File: src/rtl/alu_ctrl_pkg.sv
// Shared types and constants for the ALU issue controller: FSM states,
// condition-code encodings and the bit positions of the {Z,C,N,O} flag nibble.
package alu_ctrl_pkg;

    typedef enum logic [1:0] {
        IDLE = 2'd0,
        EXEC = 2'd1,
        EVAL = 2'd2,
        RESP = 2'd3
    } state_t;

    localparam logic [3:0] COND_AL = 4'd0;
    localparam logic [3:0] COND_EQ = 4'd1;
    localparam logic [3:0] COND_NE = 4'd2;
    localparam logic [3:0] COND_CS = 4'd3;
    localparam logic [3:0] COND_CC = 4'd4;
    localparam logic [3:0] COND_MI = 4'd5;
    localparam logic [3:0] COND_PL = 4'd6;
    localparam logic [3:0] COND_VS = 4'd7;
    localparam logic [3:0] COND_VC = 4'd8;
    localparam logic [3:0] COND_HI = 4'd9;
    localparam logic [3:0] COND_LS = 4'd10;
    localparam logic [3:0] COND_GE = 4'd11;
    localparam logic [3:0] COND_LT = 4'd12;
    localparam logic [3:0] COND_GT = 4'd13;
    localparam logic [3:0] COND_LE = 4'd14;
    localparam logic [3:0] COND_NV = 4'd15;

    localparam int FLAG_Z = 3;
    localparam int FLAG_C = 2;
    localparam int FLAG_N = 1;
    localparam int FLAG_O = 0;

endpackage

File: src/rtl/alu_cond_eval.sv
// Purpose: evaluates a 4-bit condition code against the {Z,C,N,O} flags.
// Latency: purely combinational, zero cycles.
// Backpressure: none; no handshake, output follows inputs.
module alu_cond_eval
    import alu_ctrl_pkg::*;
(
    input  logic [3:0] flags,
    input  logic [3:0] cond,
    output logic       taken
);

    logic z;
    logic c;
    logic n;
    logic o;
    logic ge;

    assign z  = flags[FLAG_Z];
    assign c  = flags[FLAG_C];
    assign n  = flags[FLAG_N];
    assign o  = flags[FLAG_O];
    assign ge = (n == o);

    always_comb begin
        taken = 1'b0;
        case (cond)
            COND_AL: taken = 1'b1;
            COND_EQ: taken = z;
            COND_NE: taken = ~z;
            COND_CS: taken = c;
            COND_CC: taken = ~c;
            COND_MI: taken = n;
            COND_PL: taken = ~n;
            COND_VS: taken = o;
            COND_VC: taken = ~o;
            COND_HI: taken = c & ~z;
            COND_LS: taken = ~c | z;
            COND_GE: taken = ge;
            COND_LT: taken = ~ge;
            COND_GT: taken = ~z & ge;
            COND_LE: taken = z | ~ge;
            COND_NV: taken = 1'b0;
        endcase
    end

endmodule

File: src/rtl/alu_issue_controller.sv
// Purpose: issues one macro-op to the ALU, iterating N times through ALUOut, then reports result/flags/cond.
// Latency: accept at edge 0, EXEC edges 1..N, EVAL edge N+1, resp_valid from the cycle after.
// Backpressure: response held stable until resp_ready; req_ready low for the whole transaction.
module alu_issue_controller
    import alu_ctrl_pkg::*;
#(
    parameter int WIDTH = 32,
    parameter int CNT_W = 5
) (
    input  logic             Clock,
    input  logic             Reset,

    input  logic             req_valid,
    output logic             req_ready,
    input  logic [4:0]       req_funsel,
    input  logic             req_wf,
    input  logic [WIDTH-1:0] req_a,
    input  logic [WIDTH-1:0] req_b,
    input  logic [CNT_W-1:0] req_count,
    input  logic [3:0]       req_cond,

    output logic [WIDTH-1:0] ALU_A,
    output logic [WIDTH-1:0] ALU_B,
    output logic [4:0]       ALU_FunSel,
    output logic             ALU_WF,
    input  logic [WIDTH-1:0] ALUOut,
    input  logic [3:0]       FlagsOut,

    output logic             resp_valid,
    input  logic             resp_ready,
    output logic [WIDTH-1:0] resp_result,
    output logic [3:0]       resp_flags,
    output logic             resp_cond
);

    state_t           state;
    logic [CNT_W-1:0] remaining;
    logic [3:0]       cond_q;
    logic             cond_taken;

    // Flags are evaluated as the ALU presents them in EVAL, one cycle after the last flag write.
    alu_cond_eval u_cond_eval (
        .flags (FlagsOut),
        .cond  (cond_q),
        .taken (cond_taken)
    );

    // ALU_A doubles as the accumulator, so the operand the ALU sees is always the live value.
    always_ff @(posedge Clock) begin
        if (Reset) begin
            state       <= IDLE;
            remaining   <= '0;
            cond_q      <= '0;
            req_ready   <= 1'b1;
            resp_valid  <= 1'b0;
            resp_result <= '0;
            resp_flags  <= '0;
            resp_cond   <= 1'b0;
            ALU_A       <= '0;
            ALU_B       <= '0;
            ALU_FunSel  <= '0;
            ALU_WF      <= 1'b0;
        end else begin
            case (state)
                IDLE: begin
                    if (req_valid && req_ready) begin
                        ALU_A      <= req_a;
                        ALU_B      <= req_b;
                        ALU_FunSel <= req_funsel;
                        ALU_WF     <= req_wf;
                        cond_q     <= req_cond;
                        remaining  <= (req_count == '0) ? CNT_W'(1) : req_count;
                        req_ready  <= 1'b0;
                        state      <= EXEC;
                    end
                end
                EXEC: begin
                    ALU_A     <= ALUOut;
                    remaining <= remaining - CNT_W'(1);
                    if (remaining == CNT_W'(1)) begin
                        ALU_FunSel <= '0;
                        ALU_WF     <= 1'b0;
                        state      <= EVAL;
                    end
                end
                EVAL: begin
                    resp_result <= ALU_A;
                    resp_flags  <= FlagsOut;
                    resp_cond   <= cond_taken;
                    resp_valid  <= 1'b1;
                    state       <= RESP;
                end
                RESP: begin
                    if (resp_ready) begin
                        resp_valid <= 1'b0;
                        req_ready  <= 1'b1;
                        state      <= IDLE;
                    end
                end
                default: state <= IDLE;
            endcase
        end
    end

endmodule

File: config.mk
export PLATFORM = sky130hd
export DESIGN_NAME = alu_issue_controller
export DESIGN_NICKNAME = d
export VERILOG_FILES = /design/src/rtl/alu_ctrl_pkg.sv /design/src/rtl/alu_cond_eval.sv /design/src/rtl/alu_issue_controller.sv
export SDC_FILE = /design/constraint.sdc
export NUM_CORES = 1
export LEC_CHECK = 0
export CAP_MARGIN = 5
export CORE_UTILIZATION = 45
export CTS_BUF_LIST = sky130_fd_sc_hd__clkbuf_16
export CTS_CLUSTER_SIZE = 40
export DETAILED_ROUTE_END_ITERATION = 8
export PLACE_DENSITY = 0.86
export SLEW_MARGIN = 30
export SYNTH_ARGS = -nofsm -noshare
export SYNTH_HDL_FRONTEND = slang
export SYNTH_HIERARCHICAL = 1
export SYNTH_SLANG_ARGS = --single-unit
export TNS_END_PERCENT = 20
File: constraint.sdc
create_clock -name Clock -period 4.6 [get_ports Clock]
set_clock_uncertainty 0.1 [all_clocks]
set_input_delay 0.46 -clock Clock [delete_from_list [all_inputs] [get_ports Clock]]
set_output_delay 0.46 -clock Clock [all_outputs]
set_load 0.03 [all_outputs]
Word level (Yosys, flattened, before mapping)
Cells that the tools add are included.

storage, ports and cells
  flip-flop bits (word level) = 120
  input bits = 119
  output and inout bits = 109
  logic and storage cells = 79

operators by class
  $add $sub $neg = 1
  equality and inequality tests = 23
  multiplexer cells = 21
  bitwise logic cells = 9
  reductions and logical operators = 13

operators by type and width
  kind                 number
  $pmux 32 s2          1
  $eq 4x4->1 const B   8
  $mux 32              1
  $mux 5               4
  $pmux 5 s2           2
  $eq 4x3->1 const B   4
  $pmux 1 s16          1
  $reduce_and 3->1     3
  $eq 4x2->1 const B   2
  $pmux 2 s4           1
  $mux 2               3
  $ne 2x2->1 const B   3
  $pmux 1 s2           3
  $reduce_and 2->1     3
  $reduce_bool 2->1    3
  $eq 5x1->1 const B   1
  $logic_not 5->1      1
  $mux 1               5
  $not 1->1            5
  $sub 5x1->5 const B  1
  $eq 2x2->1 const B   2
  $eq 4x1->1 const B   1
  $logic_not 4->1      1
  $and 1x1->1          2
  other kinds (5)      6

Longest topological paths before layout
Gate-level depths: netlist of run 1.

  word-level depth = 4
  mapped depth = 8
  gate-level depth less buffers = 6

Cells and area by module
Netlist of run 1, hierarchy kept.

by module, submodules not included
  module                instances  cells each  area an instance (um^2)  seq. area each (um^2)
  alu_issue_controller  1          527         4,823.4                  2,402.3
  alu_cond_eval         1          27          202.7                    0.0

Worst setup path before layout of run 1
OpenSTA, ideal clock, no wires.

  path kind = register -> register
  start point = reg state[0]
  end point = reg ALU_A[20]
  library setup time = 0.138 ns
  arrival time = 1.627 ns
  data required time = 4.362 ns
  path slack = 2.736 ns
  cell stages (with the launch flop) = 9
  path buffers = 3
  clock period less this slack = 1.864 ns
  cell sequence = dfxtp_1 -> inv_1 -> ha_1 -> buf_2 -> nand2b_1 -> clkbuf_1 -> nand2_1 -> buf_1 -> a211oi_1

between the ends
  cells in the longest elaborated chain, start to end = 3
  elaborated cells between the ends (all ways) = 6
  classes of those cells = eq/ne: 2; mux: 1; reduce/logical: 3

ends and longest elaborated chain
  what                                                              line                        source
  from (decl)                                                       alu_issue_controller.sv:36  state_t state;
  from (signal assigned)                                            alu_issue_controller.sv:51  state <= IDLE;
  from (signal assigned)                                            alu_issue_controller.sv:74  state <= EXEC;
  from (signal assigned)                                            alu_issue_controller.sv:83  state <= EVAL;
  $eq 2x1->1 / $logic_not 2->1 (equally long branches)              alu_issue_controller.sv:64  case (state)
  $reduce_bool 2->1 (no line) / $ne 2x2->1 (equally long branches)  -
  $reduce_and 2->1 (no line)                                        -
  to (signal assigned)                                              alu_issue_controller.sv:67  ALU_A <= req_a;
  to (signal assigned)                                              alu_issue_controller.sv:78  ALU_A <= ALUOut;
  to (decl)                                                         alu_issue_controller.sv:22  output logic [WIDTH-1:0] ALU_A,

Parallel ways exist; a longest one is shown, timed or not.
A chain may end at the register's enable or synchronous reset.

Worst setup path after layout of run 1
  start point = reg state[0]
  end point = reg ALU_A[5]

Same word-level chain as after synthesis.

==> reports/results.txt, run 1 <==
Via/cell ratio: 5.42
Fillcell total: 784
Initial Util: 46.4%
Total grt overflow: 0
Clock tree sinks: 120
Critical path arrival: 2790 ps
PwrDens: 582 nW/µm²
Die width: 108 µm
Post-synth top flop: dfxtp_1
Crit end category: register
Crit share post-route: 56.9%
Slew headroom: 38.8%
Peak VDD IR: 0.366 mV
Resize count post-CTS: 0
Setup Buffers After CTS: 0
Die height: 108 µm
Post-Synthesis Cell Area: 5030 µm²
Nets: 884
RSZ-0062 raised after global routing: no
Worst hold slack: 353 ps
CTS tree: done
Total core area: 10800 µm²
Area growth syn-to-layout: 57.2%
Critical path class: register to register
I/O pin cnt: 228
Distinct cells, synth: 45
Share of layout cells above drive strength 1: 5.58%
Synthesized area per cell: 9.07 µm²
Num rows: 38
Via Count: 4935
Via count of the first global-routing pass: 4871
Yosys reg bits: 120
P_leak: 0.00283 µW
Placer Congestion: 0.787
Worst-skew pair later-pin latency: 410 ps
Initial antenna violation count: 0
Pin count of the biggest net entering global routing: 65
Worst setup SP type: register
TNS Setup: 0 ps
Post-route antenna net violation count: 0
Final Hold Fails: 0
DP HPWL: 10.2 mm
Fmax: 0.382 GHz
Die ar.: 11600 µm²
CTS Hold Buffers Added: 0
Crit-path max FO: 46
H-tree lvl count: 4
Antenna diode count: 0
Max-slew violations: 0
First-pass GRT wire length: 23.5 mm
Final setup fails: 0
Syn Inst Count: 554
Status: complete, no violations
Worst Tran Pin Value: 917 ps
DRT Wirelength: 14.9 mm
Async SR Flop Fraction: 0%
TritonCTS Buffers: 17
YS warnings: 6
GRT Total Usage: 26.2%
WP data required: 4770 ps
CTS Buffer Depth: 2
Min cycle time layout: 2620 ps
Sequential share of the synthesized area: 47.8%
Syn nets: 680
MaxCap Viol Count: 0
Hold crit path type: register to register
DRT iter0 DRCs: 273
IO buf count: 227
Drt drc: 0
Number of flops mapped to enable cells by yosys: 0
Post-DR wirelength/cell: 16.4 µm
First drt pass iteration count: 5
Root Driver: clkbuf_16
Clock-pin slew on the worst setup and hold paths: 60 ps
==> per-layer routing <==
metal | routed length, µm | global-route usage [%] | up-vias
met5 | 0 | 0 | -
met4 | 359 | 12.9 | 0
met3 | 1250 | 8.78 | 34
met2 | 7640 | 45.3 | 250
met1 | 5700 | 28.7 | 2296
li1 | - | - | 2355
==> cell type report <==
cell class | instances | area, µm² | area share [%]
Timing Repair Buffer | 233 | 2310 | 29.3
Clock inverter | 15 | 145 | 1.84
Multi-Input combinational cell | 374 | 2390 | 30.3
Sequential cell | 120 | 2400 | 30.4
Inverter | 12 | 45.0 | 0.570
Clock buffer | 17 | 425 | 5.38
Tap cell | 140 | 175 | 2.22
==> synthesized netlist by cell type, types with 5 or more instances <==
cell	count	share of area (%)
dfxtp_1	120	48
inv_1	12	0.90
nand2_1	82	6.1
buf_2	7	0.70
nor2b_1	5	0.62
clkbuf_1	35	2.6
mux2i_1	73	15
a21oi_1	46	4.6
nor3_1	35	3.5
nor2_1	40	3.0
a211oi_1	33	4.9
nand3_1	8	0.80
ha_1	7	1.7
a32oi_1	6	1.0
==> final timing paths <==
kind              cells after the start      start  slack, ps   endpoint
setup / recovery                      6   state[0]       1980   ALU_A[5]
hold reg to reg                       2  ALU_B[28]        350  ALU_B[28]
setup reg to reg                      6   state[0]       1980   ALU_A[5]
hold / removal                        2  ALU_B[28]        350  ALU_B[28]
==> cells by family after synthesis <==
group	after synthesis	synth area share, %
simple gates	182	15.9
xor+xnor	2	0.349
compound gates	110	14.8
fa+ha+maj	7	1.74
flops	120	47.8
mux	73	14.5
buf+inv	60	4.90
==> flip-flops by register name, summed over array words and instances (netlist names) <==
signal	cells
ALU_B	32
state	2
req_ready	1
resp_cond	1
resp_result	32
ALU_A	32
resp_flags	4
cond_q	4
remaining	5
ALU_FunSel	5
resp_valid	1
ALU_WF	1
==> worst max-delay path, stage by stage, from the launching register on <==
cell	delay, ps
dfxtp_1	340
inv_1	110
ha_1	340
nand3_2	770
nand2_1	270
buf_4	380
a211oi_1	140
==> report_power, final <==
part | internal [µW] | switching [µW] | total, µW
sequential | 1260 | 183 | 1450
combinational | 800 | 1080 | 1880
clock | 832 | 445 | 1280
==> per-stage QoR <==
step / worst slack, ps / utilization [%] / instances / total power [µW] / area (µm²)
floorplan: 2740 / - / 554 / 2630 / 5030
global placement: 1830 / 67.6 / 879 / 3260 / 7330
detailed placement: 1820 / 67.6 / 879 / 3320 / 7330
CTS: 2000 / 72.9 / 911 / 4620 / 7900
global route: 1670 / 72.9 / 911 / 4830 / 7900
finish: 1980 / 72.9 / 911 / 4600 / 7900
==> cells in the final DEF (no fill, tap or decap), types with 2 or more instances in the layout <==
cell             synthesis  layout
a211oi_1                33      33
a21oi_1                 46      46
a22oi_1                  2       2
a31oi_1                  2       2
a32oi_1                  6       6
and3b_1                  2       2
buf_4                    1       7
bufinv_16                0       3
clkbuf_16                0      17
clkdlybuf4s50_1          0     226
clkinv_1                 0       2
clkinv_2                 0       5
dfxtp_1                120     120
ha_1                     7       5
ha_2                     0       2
inv_1                   12      16
mux2i_1                 73      73
nand2_1                 82      82
nand2b_1                 3       3
nand3_1                  8       7
nor2_1                  40      40
nor2b_1                  5       4
nor3_1                  35      35
nor4_1                   2       2
o211ai_1                 3       3
o21ai_0                  3       3
o31a_1                   2       2
o32ai_1                  2       2
No activity file was read; power rests on OpenSTA's default activity.
==> run 2: changes to the inputs <==
- CORE_UTILIZATION: 45 -> 42
- PLACE_DENSITY: 0.86 -> 0.81
- clock period: 4.6 -> 2.6 ns (I/O delays scaled with it)
==> run 2 against run 1 <==
Against the previous run: die area grew 7.0%; total power is 76% higher; highest routed layer unchanged; global-route usage fell by 2.3 points; via count is 0.67% lower; critical endpoint is now ALU_A[8]; first-iteration DRC count down 4.0%; clock-buffer cell count unchanged; clock power rose by 70%; the flow now finishes with violations (design-rule violations); sequential share of layout area shrank 0.15 points; non-clock buffer count grew 4; cell count grew 0.77%; flip-flop and latch count unchanged; combinational power increased by 79%.
==> reports/results.txt, run 2 (synthesized netlist as in run 1, its figures left out) <==
Status: finished, violations left
Failing checks: design-rule violations
Via/cell ratio: 5.34
Die height: 111 µm
Slew headroom: 54.1%
Post-route insts no fill: 918
Initial Util: 43.6%
Pin count of the biggest net entering global routing: 71
Clock tree sinks: 120
Final Hold Fails: 0
Total core area: 11500 µm²
I/O pin cnt: 228
Worst Tran Pin Value: 688 ps
Worst Hold End: resp_result[28]
First drt pass iteration count: 7
Worst setup SP type: register
P_leak: 0.00282 µW
IO buf count: 227
Die ar.: 12400 µm²
Worst-skew pair later-pin latency: 410 ps
Peak VDD IR: 0.590 mV
Critical R2R Launch: state[0]
Crit share post-route: 80.2%
Root Driver: clkbuf_16
TritonCTS Buffers: 17
Placed cells: 886
Leading cell types in the layout, fill and taps excluded: clkdlybuf4s50_1 (226), dfxtp_1 (120), nand2_1 (82)
Via count of the first global-routing pass: 4805
Antenna diode count: 0
Total grt overflow: 0
HP Start: Reset
CP Cell Sequence: inv_1 > ha_1 > nand2b_1 > nand2_1 > buf_4 > a211oi_1
Setup Buffers After CTS: 0
Resize count post-CTS: 0
Slowest CP cell: dfxtp_1
CTS Hold Buffers Added: 0
CTS Buffer Depth: 2
Crit end category: register
Share of layout cells above drive strength 1: 6.58%
Final setup fails: 0
Post-DP Area: 7390 µm²
WP data required: 2760 ps
Max-slew violations: 0
Initial antenna violation count: 0
Fillcell total: 908
CTS tree: done
Via Count: 4902
Post-route antenna net violation count: 0
Hold crit path type: input pin to register
Num rows: 39
Die width: 111 µm
DRT Wirelength: 14.8 mm
TNS Setup: 0 ps
Critical path class: register to register
Drt drc: 26
Post-route cell area: 7940 µm²
Clock-pin slew on the worst setup and hold paths: 60 ps
Hold depth: 2
DP HPWL: 10.4 mm
Commonest non-fill, non-tap cell in the layout: clkdlybuf4s50_1
Max incr delay on CP: 400 ps
Largest regs: ALU_A (32), ALU_B (32), resp_result (32)
RSZ-0062 raised after global routing: no
Post-DR wirelength/cell: 16.2 µm
Crit-path max FO: 34
Min cycle time layout: 2080 ps
First-pass GRT wire length: 23.6 mm
MaxCap Viol Count: 0
H-tree lvl count: 4
PwrDens: 1020 nW/µm²
FF-to-FF End: ALU_A[8]
Placer Congestion: 0.877
R2R cell count: 6
Area growth syn-to-layout: 58.0%
Critical path arrival: 2250 ps
Fmax: 0.480 GHz
Reg2reg setup slack: 520 ps
Nets: 888
DRT iter0 DRCs: 262
GRT Total Usage: 23.9%
## run 2: where the power goes
part           switching, µW  internal (µW)  total, µW
clock network            854           1310       2170
logic                   1920           1450       3370
registers                312           2230       2540
## run 2: final cells by class
| class | instances | area, µm² | area share [%] |
|---|---|---|---|
| Clock buffer | 17 | 425 | 5.36 |
| Clock inverter | 15 | 129 | 1.62 |
| Inverter | 12 | 45.0 | 0.567 |
| Multi-Input combinational cell | 374 | 2390 | 30.1 |
| Sequential cell | 120 | 2400 | 30.3 |
| Tap cell | 143 | 179 | 2.25 |
| Timing Repair Buffer | 237 | 2370 | 29.8 |
## run 2: routing by layer
layer | vias up | track usage [%] | routed length (µm)
met5 | - | 0 | 0
met4 | 0 | 10.3 | 391
met3 | 32 | 7.40 | 1180
met2 | 216 | 43.0 | 7550
met1 | 2289 | 26.0 | 5720
li1 | 2365 | - | -
## run 2: worst max-delay path by stage
| stage | slack [ps] | cells past startpoint | from | endpoint |
|---|---|---|---|---|
| after floorplan | 740 | 8 | state[0] | ALU_A[20] |
| after global placement | 610 | 7 | FlagsOut[1] | resp_cond |
| after detailed placement | 540 | 7 | FlagsOut[1] | resp_cond |
| after CTS | 510 | 6 | state[0] | ALU_A[21] |
| after global routing | 340 | 6 | state[0] | ALU_A[8] |
| final | 520 | 6 | state[0] | ALU_A[8] |
## run 2: worst max-delay path: cells and delay by family (launching register included)
kind / cells / cell delay (ps)
and+or+nand+nor: 2 / 490
buffers and inverters: 2 / 480
DFF: 1 / 400
adders and majority gates: 1 / 310
AOI/OAI and AO/OA: 1 / 160
## run 2: per-stage QoR
stage          total power, µW  hold slack [ps]  util (%)  worst slack, ps
2_1_floorplan             4660              296         -              736
5_1_grt                   8480              237      69.0              339
6_report                  8080              224      69.0              516
3_5_place_dp              5920              349      64.1              541
4_1_cts                   8130              214      69.0              508
3_3_place_gp              5830              341      64.1              613
